==> src/rtl/pixel_norm_pkg.sv <==
// Shared constants and helpers for the pixel normalisation pipeline.
package pixel_norm_pkg;

    localparam int ROUND_TRUNC   = 0;
    localparam int ROUND_HALF_UP = 1;

    // Half-LSB addend of the output format when rounding, zero when truncating
    // or when the output keeps every fractional bit.
    function automatic logic [63:0] round_addend(input int frac_w, input int out_w,
                                                 input int round_mode);
        if (round_mode == ROUND_HALF_UP && frac_w > out_w) begin
            return 64'd1 << (frac_w - out_w - 1);
        end
        return '0;
    endfunction

endpackage

==> src/rtl/pixel_norm_lane.sv <==
// One channel: round the product, then saturate or take the output fraction bits.
module pixel_norm_lane
    import pixel_norm_pkg::*;
#(
    parameter int INT_WIDTH  = 8,
    parameter int FRAC_WIDTH = 12,
    parameter int OUT_WIDTH  = 8,
    parameter int ROUND      = ROUND_HALF_UP
) (
    input  logic [INT_WIDTH+FRAC_WIDTH-1:0] i_product,
    output logic [OUT_WIDTH-1:0]            o_pixel,
    output logic                            o_sat
);

    localparam int P_WIDTH = INT_WIDTH + FRAC_WIDTH;
    localparam logic [P_WIDTH-1:0] ADDEND =
        P_WIDTH'(round_addend(FRAC_WIDTH, OUT_WIDTH, ROUND));

    logic [P_WIDTH-1:0] w_rounded;
    logic               w_unused_bits;

    // Largest product plus the half-LSB addend still fits in P_WIDTH bits.
    assign w_rounded     = i_product + ADDEND;
    assign o_sat         = |w_rounded[P_WIDTH-1:FRAC_WIDTH];
    assign o_pixel       = o_sat ? '1 : w_rounded[FRAC_WIDTH-1 -: OUT_WIDTH];
    // Fraction bits below the output LSB are intentionally discarded.
    assign w_unused_bits = ^w_rounded;

endmodule

==> src/rtl/pixel_norm_pipe.sv <==
// Two-stage pixel normaliser: S1 multiplies by the frame's norm factor,
// S2 registers the rounded/saturated result; elastic valid/ready handshake.
module pixel_norm_pipe
    import pixel_norm_pkg::*;
#(
    parameter int N_CH       = 4,
    parameter int INT_WIDTH  = 8,
    parameter int FRAC_WIDTH = 12,
    parameter int OUT_WIDTH  = 8,
    parameter int ROUND      = ROUND_HALF_UP,
    parameter int CNT_WIDTH  = 16
) (
    input  logic                      clk,
    input  logic                      rst_n,
    input  logic                      in_valid,
    output logic                      in_ready,
    input  logic [N_CH*INT_WIDTH-1:0] in_pixel,
    input  logic                      in_sof,
    input  logic                      in_eol,
    input  logic                      norm_load,
    input  logic [FRAC_WIDTH-1:0]     norm_factor,
    output logic                      out_valid,
    input  logic                      out_ready,
    output logic [N_CH*OUT_WIDTH-1:0] out_pixel,
    output logic                      out_sof,
    output logic                      out_eol,
    output logic [CNT_WIDTH-1:0]      sat_count,
    input  logic                      sat_clr
);

    localparam int P_WIDTH = INT_WIDTH + FRAC_WIDTH;

    if (FRAC_WIDTH < OUT_WIDTH) begin : g_bad_widths
        $error("pixel_norm_pipe: FRAC_WIDTH must be >= OUT_WIDTH");
    end

    logic                                w_s2_adv;
    logic                                w_s1_adv;
    logic                                w_accept;
    logic                                w_frame_start;
    logic [FRAC_WIDTH-1:0]               w_norm_used;
    logic [N_CH-1:0][P_WIDTH-1:0]        w_product;
    logic [N_CH-1:0][OUT_WIDTH-1:0]      w_lane_pixel;
    logic [N_CH-1:0]                     w_lane_sat;

    logic [FRAC_WIDTH-1:0]               r_shadow;
    logic [FRAC_WIDTH-1:0]               r_active;
    logic                                r_s1_valid;
    logic                                r_s1_sof;
    logic                                r_s1_eol;
    logic [N_CH-1:0][P_WIDTH-1:0]        r_s1_product;
    logic                                r_s2_valid;
    logic                                r_s2_sof;
    logic                                r_s2_eol;
    logic                                r_s2_sat;
    logic [N_CH-1:0][OUT_WIDTH-1:0]      r_s2_pixel;
    logic [CNT_WIDTH-1:0]                r_sat_count;

    // A stage moves when it is empty or its consumer takes its beat.
    assign w_s2_adv      = !r_s2_valid || out_ready;
    assign w_s1_adv      = !r_s1_valid || w_s2_adv;
    assign in_ready      = w_s1_adv;
    assign w_accept      = in_valid && in_ready;
    assign w_frame_start = w_accept && in_sof;

    // A frame-start beat picks up the newest factor (a same-cycle load bypasses
    // the shadow); every other beat keeps the factor latched for the frame.
    assign w_norm_used = !w_frame_start ? r_active
                       : (norm_load ? norm_factor : r_shadow);

    // Per-channel full-width unsigned products for the beat being accepted.
    always_comb begin
        // NOTE: every always_comb output gets a default first so no latch is inferred.
        w_product = '0;
        for (int ch = 0; ch < N_CH; ch++) begin
            w_product[ch] = {{FRAC_WIDTH{1'b0}}, in_pixel[ch*INT_WIDTH +: INT_WIDTH]}
                          * {{INT_WIDTH{1'b0}}, w_norm_used};
        end
    end

    // Shadow register takes every load; active factor changes only at frame start.
    always_ff @(posedge clk or negedge rst_n) begin
        if (!rst_n) begin
            r_shadow <= '0;
            r_active <= '0;
        end else begin
            // NOTE: sequential state uses non-blocking assignments so all flops update together.
            if (norm_load) begin
                r_shadow <= norm_factor;
            end
            if (w_frame_start) begin
                r_active <= w_norm_used;
            end
        end
    end

    // Stage 1: capture products and framing flags.
    always_ff @(posedge clk or negedge rst_n) begin
        if (!rst_n) begin
            // NOTE: data registers are reset too, so outputs read as zero during reset.
            r_s1_valid   <= 1'b0;
            r_s1_sof     <= 1'b0;
            r_s1_eol     <= 1'b0;
            r_s1_product <= '0;
        end else if (w_s1_adv) begin
            r_s1_valid <= in_valid;
            if (in_valid) begin
                r_s1_sof     <= in_sof;
                r_s1_eol     <= in_eol;
                r_s1_product <= w_product;
            end
        end
    end

    for (genvar ch = 0; ch < N_CH; ch++) begin : g_lane
        pixel_norm_lane #(
            .INT_WIDTH  (INT_WIDTH),
            .FRAC_WIDTH (FRAC_WIDTH),
            .OUT_WIDTH  (OUT_WIDTH),
            .ROUND      (ROUND)
        ) u_lane (
            .i_product (r_s1_product[ch]),
            .o_pixel   (w_lane_pixel[ch]),
            .o_sat     (w_lane_sat[ch])
        );
    end

    // Stage 2: capture rounded/saturated pixels; hold them while stalled.
    always_ff @(posedge clk or negedge rst_n) begin
        if (!rst_n) begin
            r_s2_valid <= 1'b0;
            r_s2_sof   <= 1'b0;
            r_s2_eol   <= 1'b0;
            r_s2_sat   <= 1'b0;
            r_s2_pixel <= '0;
        end else if (w_s2_adv) begin
            r_s2_valid <= r_s1_valid;
            if (r_s1_valid) begin
                r_s2_sof   <= r_s1_sof;
                r_s2_eol   <= r_s1_eol;
                r_s2_sat   <= |w_lane_sat;
                r_s2_pixel <= w_lane_pixel;
            end
        end
    end

    // Count delivered beats with any saturated channel; clear wins, never wraps.
    always_ff @(posedge clk or negedge rst_n) begin
        if (!rst_n) begin
            r_sat_count <= '0;
        end else if (sat_clr) begin
            r_sat_count <= '0;
        end else if (r_s2_valid && out_ready && r_s2_sat && (r_sat_count != '1)) begin
            r_sat_count <= r_sat_count + 1'b1;
        end
    end

    assign out_valid = r_s2_valid;
    assign out_sof   = r_s2_sof;
    assign out_eol   = r_s2_eol;
    assign out_pixel = r_s2_pixel;
    assign sat_count = r_sat_count;

endmodule
==> config.mk <==
export PLATFORM = sky130hd
export DESIGN_NAME = pixel_norm_pipe
export DESIGN_NICKNAME = d
export VERILOG_FILES = /design/src/rtl/pixel_norm_pkg.sv /design/src/rtl/pixel_norm_lane.sv /design/src/rtl/pixel_norm_pipe.sv
export SDC_FILE = /design/constraint.sdc
export NUM_CORES = 1
export LEC_CHECK = 0
export CAP_MARGIN = 10
export CORE_MARGIN = 2
export CORE_UTILIZATION = 50
export DETAILED_ROUTE_END_ITERATION = 8
export DONT_BUFFER_PORTS = 1
export GPL_TIMING_DRIVEN = 0
export PLACE_DENSITY = 0.72
export SETUP_SLACK_MARGIN = 0.5
export SYNTH_ARGS = -nofsm -noshare
export SYNTH_HDL_FRONTEND = slang
export SYNTH_HIERARCHICAL = 1
export SYNTH_SLANG_ARGS = --single-unit
==> constraint.sdc <==
create_clock -name clk -period 6 [get_ports clk]
set_input_delay 1.8 -clock clk [delete_from_list [all_inputs] [get_ports clk]]
set_output_delay 1.8 -clock clk [all_outputs]
set_load 0.01 [all_outputs]
==> run summary <==
First-pass GRT wire length -> 89800 um
Post-Syn Area -> 19800 um^2
Clk sinks -> 147
Max Buffers Root-to-Sink -> 2
Setup tns final -> -27870 ps
Worst Tran Pin Value -> 897 ps
Hold Path End -> r_s1_sof
Via count -> 16100
Final HPWL from detailed placement -> 42300 um
Slowest cell on crit path -> fa_1
Area Overhead vs Synth -> 23.2%
Critical Path Sink Type -> register
Reg2Reg Launch Point -> out_valid
Kind of launch point of the worst setup path -> input port
Post-Route Utilization -> 62.8%
Hold Violations, Final -> 0
Vias/cell -> 5.69
R2r endpoint -> r_s1_product[15]
# H-tree levels -> 4
Gr usage total -> 27.9%
WP buf/inv -> 5
Starting Density -> 50.9%
Number of port buffers -> 0
Tcrit/Tclk final -> 114%
Row cnt -> 72
Num CTS Buffers -> 17
Syn Inst Count -> 2146
Setup crit start -> out_ready
Final setup fails -> 51
CTS clock-pin slew for the worst setup and hold paths -> 70 ps
CTS root buf -> clkbuf_16
Kind of critical path -> input port to register
Hold_sp -> r_s1_sof
Layout cells sized above 1 -> 26.1%
CP top delay family -> adder cells
Fmax -> 146 MHz
DR DRC count -> 0
Reg2reg path depth -> 21
CTS tree -> done
Number of max-cap violations -> 0
Grt total ovfl -> 0
First-pass DRT Iterations -> 5
Pre-CTS WS -> -1580 ps
Routed Antenna Nets -> 0
CP max stage delay -> 570 ps
Synth warn -> 6
Cts hold-fix bufs -> 0
Max FO, Critical Path -> 5
Initial antenna violation count -> 0
GP Congestion -> 0.943
Mean Syn Cell Area -> 9.24 um^2
WP data required -> 6330 ps
DRT iter0 DRCs -> 1171
Vias in the first global route -> 16300
Crit path cell chain -> nand3b_1, and2_4, buf_12, nand2_8, buf_12, mux2_4, clkbuf_16, and2_4, fa_2, fa_1, fa_1, inv_1, fa_1, inv_2, ha_4, nand2_4, or4b_4, o21a_1, o41ai_4, xor2_1, o21ai_1
I/O pin total -> 104
Mapped Nets -> 2603
N_diodes -> 0
Worst hold path depth -> 2
Status -> finished with violations
Final worst path period need -> 6860 ps
Rel. slew slack -> 40.2%
Worst hold path class -> register to register
Cell mode on critical path -> fa_1
Fillers -> 3138
Nets -> 2758
RSZ-0062 raised after global routing -> true
Die Y -> 203 um
Slew Limit Fails -> 0
Die area -> 41200 um^2
Routed WL -> 57800 um
Register-to-register setup slack -> 40 ps
Largest net degree at the start of global routing -> 148
DR WL/cell -> 20.4 um
Die W -> 203 um
Data arrival, critical path -> 7190 ps
Final instance area -> 24400 um^2
Final WS setup -> -861 ps
Core area -> 38900 um^2
Cell Area, Placed -> 21300 um^2
Worst Skew -> 13.0 ps
Failing checks -> setup timing
Latest clock arrival within the worst-skew pair -> 460 ps
per-stage QoR:
step	hold slack (ps)	std cells
3_5_place_dp	465	2664
2_1_floorplan	442	2146
4_1_cts	482	2785
6_report	475	2832
3_3_place_gp	455	2664
5_1_grt	503	2832
cells in the final DEF, fill, tap and decap left out, types with 42 or more instances in the layout:
cell type / n
nor2_1: 42
xor2_1: 45
fa_1: 212
nand3_1: 42
o21ai_1: 49
and2_1: 258
clkbuf_1: 49
dfrtp_1: 147
and2_4: 42
mux2_2: 47
buf_4: 96
ha_1: 119
inv_1: 276
nand2_1: 198
area by class of cell:
| cell class | count | area [um^2] | share of cell area (%) |
|---|---|---|---|
| multi-input combinational | 1588 | 16200 | 66.2 |
| sequential | 147 | 3680 | 15.1 |
| timing repair buffer | 136 | 1310 | 5.35 |
| inverter | 309 | 1160 | 4.75 |
| buffer | 102 | 877 | 3.59 |
| tap | 518 | 648 | 2.65 |
| clock buffer | 19 | 453 | 1.85 |
| clock inverter | 13 | 136 | 0.558 |
flip-flops by register name, indices dropped and copies added, names as in the netlist:
name / cells
r_s1_product: 68
out_pixel: 32
sat_count: 16
r_active: 12
r_shadow: 12
out_eol: 1
out_sof: 1
out_valid: 1
r_s1_eol: 1
r_s1_sof: 1
r_s1_valid: 1
r_s2_sat: 1
layer usage:
metal | up-vias | track usage (%) | share of wire [%]
met5 | - | 0 | 0
met4 | 0 | 12.9 | 5.1
met3 | 154 | 5.59 | 7.4
met2 | 662 | 43.2 | 45
met1 | 8006 | 37.9 | 43
li1 | 7300 | - | -
worst max-delay path by stage:
| stage | end | cells after the start |
|---|---|---|
| after floorplan | r_s1_product[15] | 21 |
| final | r_s1_product[15] | 21 |
| after global placement | r_s1_product[79] | 22 |
| after CTS | r_s1_product[15] | 21 |
| after global routing | r_s1_product[15] | 21 |
| after detailed placement | r_s1_product[79] | 22 |
worst reg2reg max path, cell delays in order (launching register included):
cell,delay [ps]
dfrtp_1,460
nand3b_1,280
and2_4,240
buf_12,130
nand2_8,90
buf_12,130
mux2_4,360
clkbuf_16,160
and2_4,160
fa_2,420
fa_1,520
fa_1,570
inv_1,50
fa_1,550
inv_2,70
ha_4,240
nand2_4,60
or4b_4,470
o21a_1,240
o41ai_4,360
xor2_1,210
o21ai_1,70
repair_timing:
| item | in CTS | in global routing |
|---|---|---|
| cloned | 1 | 1 |
| setup endpoints to repair | 59 | 61 |
| resized for setup | 186 | 149 |
| pin swaps | 128 | 136 |
| setup buffers | 88 | 46 |
Power is left out: the tool's default activity adds up to more than one toggle a clock period on the data nets, which glitch-free logic cannot reach.
